--- src/rtl/elev_pkg.sv ---
// Shared types and helpers for the SCAN elevator controller.
// Helpers take a zero-extended request vector, so NUM_FLOORS must not exceed MAX_FLOORS.
package elev_pkg;

    localparam int MAX_FLOORS = 64;

    typedef enum logic [1:0] {
        IDLE = 2'd0,
        OPEN = 2'd1,
        MOVE = 2'd2
    } state_t;

    localparam logic DIR_UP = 1'b1;
    localparam logic DIR_DN = 1'b0;

    function automatic logic any_above(input logic [MAX_FLOORS-1:0] req, input int flr);
        logic found;
        found = 1'b0;
        for (int i = 0; i < MAX_FLOORS; i++) begin
            if (req[i] && (i > flr)) found = 1'b1;
        end
        return found;
    endfunction

    function automatic logic any_below(input logic [MAX_FLOORS-1:0] req, input int flr);
        logic found;
        found = 1'b0;
        for (int i = 0; i < MAX_FLOORS; i++) begin
            if (req[i] && (i < flr)) found = 1'b1;
        end
        return found;
    endfunction

endpackage

--- src/rtl/elev_req_latch.sv ---
// Pending-request register: buttons set bits, the served floor clears its bit.
// A clear on the same cycle as a press of that floor wins.
module elev_req_latch #(
    parameter int NUM_FLOORS = 8,
    localparam int FW = $clog2(NUM_FLOORS)
) (
    input  logic                  clk,
    input  logic                  srst,
    input  logic [NUM_FLOORS-1:0] set_vec,
    input  logic [FW-1:0]         clr_idx,
    input  logic                  clr_en,
    output logic [NUM_FLOORS-1:0] pending
);

    for (genvar gi = 0; gi < NUM_FLOORS; gi++) begin : g_bit
        logic bit_reg;

        always_ff @(posedge clk) begin
            if (srst) begin
                bit_reg <= 1'b0;
            end else if (clr_en && (clr_idx == FW'(gi))) begin
                bit_reg <= 1'b0;
            end else if (set_vec[gi]) begin
                bit_reg <= 1'b1;
            end
        end

        assign pending[gi] = bit_reg;
    end

endmodule

--- src/rtl/elev_ctrl_scan.sv ---
// N-floor elevator controller serving latched requests in SCAN order,
// with programmable door-open and per-floor travel times.
module elev_ctrl_scan
    import elev_pkg::*;
#(
    parameter int NUM_FLOORS    = 8,
    parameter int DOOR_CYCLES   = 3,
    parameter int TRAVEL_CYCLES = 2,
    localparam int FW = $clog2(NUM_FLOORS)
) (
    input  logic                  clk,
    input  logic                  rst,
    input  logic [NUM_FLOORS-1:0] floorBtn,
    input  logic                  doorHold,
    output logic [FW-1:0]         floorSel,
    output logic                  door,
    output logic                  dir,
    output logic                  moving,
    output logic [NUM_FLOORS-1:0] pending
);

    localparam int TW = $clog2(DOOR_CYCLES + 1);
    localparam int CW = $clog2(TRAVEL_CYCLES + 1);

    state_t          state_reg, state_next;
    logic [FW-1:0]   floor_reg, floor_next;
    logic            dir_reg, dir_next;
    logic [TW-1:0]   timer_reg, timer_next;
    logic [CW-1:0]   travel_reg, travel_next;
    logic            door_reg, moving_reg;

    logic [NUM_FLOORS-1:0] req;
    logic [MAX_FLOORS-1:0] req_wide;
    logic                  ahead, behind, arr_ahead;
    logic [FW-1:0]         arr_floor;

    assign req = pending | floorBtn;

    always_comb begin
        req_wide = '0;
        req_wide[NUM_FLOORS-1:0] = req;
    end

    always_comb begin
        state_next  = state_reg;
        floor_next  = floor_reg;
        dir_next    = dir_reg;
        timer_next  = timer_reg;
        travel_next = travel_reg;
        ahead     = (dir_reg == DIR_UP) ? any_above(req_wide, int'(floor_reg))
                                        : any_below(req_wide, int'(floor_reg));
        behind    = (dir_reg == DIR_UP) ? any_below(req_wide, int'(floor_reg))
                                        : any_above(req_wide, int'(floor_reg));
        arr_floor = (dir_reg == DIR_UP) ? floor_reg + FW'(1) : floor_reg - FW'(1);
        arr_ahead = (dir_reg == DIR_UP) ? any_above(req_wide, int'(arr_floor))
                                        : any_below(req_wide, int'(arr_floor));

        case (state_reg)
            IDLE: begin
                if (req_wide[floor_reg]) begin
                    state_next = OPEN;
                    timer_next = TW'(DOOR_CYCLES);
                end else if (ahead) begin
                    state_next  = MOVE;
                    travel_next = '0;
                end else if (behind) begin
                    state_next  = MOVE;
                    travel_next = '0;
                    dir_next    = ~dir_reg;
                end
            end
            OPEN: begin
                if (floorBtn[floor_reg] || doorHold) begin
                    timer_next = TW'(DOOR_CYCLES);
                end else if (timer_reg == TW'(1)) begin
                    if (ahead) begin
                        state_next  = MOVE;
                        travel_next = '0;
                    end else if (behind) begin
                        state_next  = MOVE;
                        travel_next = '0;
                        dir_next    = ~dir_reg;
                    end else begin
                        state_next = IDLE;
                    end
                end else begin
                    timer_next = timer_reg - TW'(1);
                end
            end
            MOVE: begin
                if (travel_reg == CW'(TRAVEL_CYCLES - 1)) begin
                    // Arrival: the floor steps and the stop decision uses the new floor.
                    travel_next = '0;
                    floor_next  = arr_floor;
                    if (req_wide[arr_floor]) begin
                        state_next = OPEN;
                        timer_next = TW'(DOOR_CYCLES);
                    end else if (!arr_ahead) begin
                        if (|req) dir_next = ~dir_reg;
                        else      state_next = IDLE;
                    end
                end else begin
                    travel_next = travel_reg + CW'(1);
                end
            end
            default: state_next = IDLE;
        endcase
    end

    always_ff @(posedge clk) begin
        if (rst) begin
            state_reg  <= OPEN;
            floor_reg  <= '0;
            dir_reg    <= DIR_UP;
            timer_reg  <= TW'(DOOR_CYCLES);
            travel_reg <= '0;
            door_reg   <= 1'b1;
            moving_reg <= 1'b0;
        end else begin
            state_reg  <= state_next;
            floor_reg  <= floor_next;
            dir_reg    <= dir_next;
            timer_reg  <= timer_next;
            travel_reg <= travel_next;
            door_reg   <= (state_next == OPEN);
            moving_reg <= (state_next == MOVE);
        end
    end

    elev_req_latch #(.NUM_FLOORS(NUM_FLOORS)) u_req_latch (
        .clk     (clk),
        .srst    (rst),
        .set_vec (floorBtn),
        .clr_idx (floor_next),
        .clr_en  (state_next == OPEN),
        .pending (pending)
    );

    assign floorSel = floor_reg;
    assign door     = door_reg;
    assign dir      = dir_reg;
    assign moving   = moving_reg;

endmodule

--- config.mk ---
export PLATFORM = sky130hd
export DESIGN_NAME = elev_ctrl_scan
export DESIGN_NICKNAME = d
export VERILOG_FILES = /design/src/rtl/elev_pkg.sv /design/src/rtl/elev_req_latch.sv /design/src/rtl/elev_ctrl_scan.sv
export SDC_FILE = /design/constraint.sdc
export NUM_CORES = 1
export LEC_CHECK = 0
export BUFFER_PORTS_ARGS = -buffer_cell sky130_fd_sc_hd__buf_2
export CAP_MARGIN = 10
export CORE_MARGIN = 8
export CORE_UTILIZATION = 55
export DETAILED_ROUTE_END_ITERATION = 10
export PLACE_DENSITY = 0.77
export SLEW_MARGIN = 20
export SYNTH_ARGS = -nofsm -noshare
export SYNTH_HDL_FRONTEND = slang
export SYNTH_HIERARCHICAL = 1
export SYNTH_SLANG_ARGS = --single-unit
--- constraint.sdc ---
create_clock -name clk -period 3.4 [get_ports clk]
set_clock_uncertainty 0.1 [all_clocks]
set_input_delay 0.68 -clock clk [delete_from_list [all_inputs] [get_ports clk]]
set_output_delay 0.68 -clock clk [all_outputs]
set_load 0.02 [all_outputs]
==> impl_metrics.toml <==
[finish]
regArea_um2 = 400
largest_reg_flops = 8
nFillCells = 275
synthToLayoutAreaGrowth_pct = 7.43
multi_input_area_um2 = 1120
diodes = 0
nNetsFinal = 234
layout_commonest_cell = "nor2_1"
drive_gt1_share_pct = 26.2
layout_common_cells = "nor2_1 (26), buf_2 (24), dfxtp_1 (20)"

[die]
rows = 20
dieArea_um2 = 5050
ioPinCount = 25
start_util_pct = 56.0
fp.dieW_um = 71.1
die_h_um = 71.1
core_area_um2 = 2980

[drt]
wl_per_cell_um = 18.4
dr.pass1.iters = 4
vias_per_cell = 6.40
drtIter0Drc = 176
drc = 0
vias = 1581
final_antenna_net_count = 0
wl_um = 4550

[timing]
rsz0062_at_grt = "no"
setup_violations = 0
max_freq_ghz = 0.316
holdWs_ns = 0.371
worst_slew_pin_slew_ns = 0.699
min_period_ns = 3.17
relSlewSlack_pct = 52.9
tns_ns = 0
slew_violations = 0
layout_setup_ws_ns = 0.232
hold_viol = 0
fin_crit_sh_pct = 93.2

[worst_setup_path]
end_kind = "flip-flop"
max_stage_delay_ns = 0.55
reg2reg_depth = 8
required_ns = 3.44
critPathTopFamily = "compound AO/OA/AOI/OAI gates"
reg2reg_slack_ns = 0.23
r2r_end = "u_req_latch/g_bit[3].bit_reg$_SDFFE_PP0P_"
cp_num_cells = 8
endpoint = "u_req_latch/g_bit[3].bit_reg$_SDFFE_PP0P_"
worstSetupPathType = "reg -> reg"
worst_setup_path_startpoint = "floorSel[0]$_SDFF_PP0_"
worst_path_max_delay_cell = "mux4_2"
arrival_ns = 3.21
worstReg2RegStart = "floorSel[0]$_SDFF_PP0_"
worst_setup_path_start_kind = "flip-flop"
path_cells = "inv_2, ha_1, xor2_1, mux4_2, a22oi_2, o2bb2ai_2, nor2b_1, a311oi_1"
cp.buffers_inverters = 1
worst-path-max-fanout = 10

[synthesis]
synth_edf_count = 0
yosysUniqueCellTypes = 57
yosys_register_bits = 20
ys_warn_count = 6
synth-async-reset-ratio_pct = 0
synth_seq_area_share_pct = 24.0
synth_area_um2 = 1670
synth_fp_nets = 214
avgSynthCellArea_um2 = 8.51
syn_inst = 196
ys.flop_type = "dfxtp_1"

[place]
place_ws_ns = 0.293
hpwl_um = 3600
gp_congestion = 1.05
numPortBuffers = 24

[grt]
grt_pass1_vias = 1609
overflow = 0
grt_pass1_wl_um = 7790
antenna_found_initial = 0
grt_max_degree = 22
track_usage_pct = 19.1

[clocking]
cts_hold_buffers = 0
clockBufferDepth = 2
cts.sinks = 20
numCtsBuffers = 3
ctsResizeCount = 0
cts_tree = "done"
clk_latency_ns = 0.30
postCtsSetupBuffers = 0
root_buffer = "clkbuf_4"
htree_levels = 1
clk_pin_slew_worst_paths_ns = 0.12

[worst_hold_path]
hold_path.class = "reg -> reg"

[power_and_ir_drop]
total_power_w = 0.000439
leakage_nw = 0.691
power.density_nw_per_um2 = 245
max-vdd-ir-drop_uv = 189

[run]
cap_violations = 0

[status]
status = "finished clean"
## worst register-to-register path, delay by kind of cell (launching register included)
kind,cells,cell delay [ns]
simple gates,1,0.33
mux,1,0.55
compound gates,3,0.70
buf+inv,1,0.18
xor+xnor,1,0.29
flops,1,0.52
fa+ha+maj,1,0.35
## stage by stage
stage,instances,area (um^2),utilization (%)
2_1_floorplan,196,1670,-
3_3_place_gp,244,1770,59.4
3_5_place_dp,244,1770,59.4
4_1_cts,247,1790,60.2
5_1_grt,247,1790,60.2
6_report,247,1790,60.2
## power by group
group / leakage, nW / switching (W) / internal (W)
clock: 0.0138 / 0.0000694 / 0.0000412
sequential: 0.164 / 0.00000740 / 0.000241
combinational: 0.514 / 0.0000481 / 0.0000316
## area by class of cell
type	instances	area share, %
Multi-Input combinational cell	151	62.4
Inverter	8	1.68
Sequential cell	20	22.3
Clock buffer	3	1.26
Timing Repair Buffer	32	10.1
Tap cell	33	2.30
## Yosys cell counts (2+ instances only)
master / instances / share of area (%)
a211oi_1: 3 / 1.4
a21o_1: 2 / 0.90
a21oi_1: 11 / 3.3
a2bb2oi_1: 2 / 1.1
a311oi_1: 4 / 2.1
buf_2: 3 / 0.90
buf_4: 10 / 4.5
buf_6: 2 / 1.4
clkbuf_1: 2 / 0.45
dfxtp_1: 20 / 24
ha_1: 7 / 5.3
inv_1: 5 / 1.1
inv_2: 3 / 0.68
mux2i_1: 4 / 2.4
mux4_2: 5 / 6.8
nand2_1: 6 / 1.4
nand2b_1: 4 / 1.5
nand3_1: 5 / 1.5
nand4_1: 2 / 0.75
nor2_1: 26 / 5.9
nor2b_1: 9 / 3.4
nor3_1: 4 / 1.2
nor4_1: 2 / 0.75
o211ai_1: 5 / 2.3
o21ai_0: 8 / 2.4
o21ai_1: 4 / 1.2
o21bai_1: 2 / 0.90
o31ai_1: 2 / 0.90
or2_1: 2 / 0.75
or2_2: 3 / 1.1
xnor2_1: 3 / 1.6
## cell families (layout without fill, tap and decap cells)
logic type / count (synthesis) / in the layout / synth area share [%]
buffers and inverters: 25 / 43 / 9.00
xor gates and xnor gates: 5 / 5 / 3.08
AOI/OAI and AO/OA: 60 / 60 / 27.5
adders and majority gates: 7 / 7 / 5.25
and+or+nand+nor: 70 / 70 / 22.1
DFF: 20 / 20 / 24.0
muxes: 9 / 9 / 9.15
## layer usage
metal | up-vias | wire length, um | GRT usage [%]
met5 | - | 0 | 0
met4 | 0 | 144 | 10.2
met3 | 14 | 194 | 2.68
met2 | 54 | 2130 | 29.6
met1 | 758 | 2070 | 24.9
li1 | 755 | - | -
## how the worst min path moves through the flow
stage / cells after the start / to / startpoint
final: 1 / travel_reg[1]$_SDFFE_PP0P_ / travel_reg[1]$_SDFFE_PP0P_
after global routing: 1 / travel_reg[1]$_SDFFE_PP0P_ / travel_reg[1]$_SDFFE_PP0P_
after CTS: 1 / travel_reg[1]$_SDFFE_PP0P_ / travel_reg[1]$_SDFFE_PP0P_
after detailed placement: 1 / travel_reg[1]$_SDFFE_PP0P_ / travel_reg[1]$_SDFFE_PP0P_
after global placement: 1 / travel_reg[1]$_SDFFE_PP0P_ / travel_reg[1]$_SDFFE_PP0P_
after floorplan: 1 / travel_reg[1]$_SDFFE_PP0P_ / travel_reg[1]$_SDFFE_PP0P_
No activity file was read; power rests on OpenSTA's default activity.
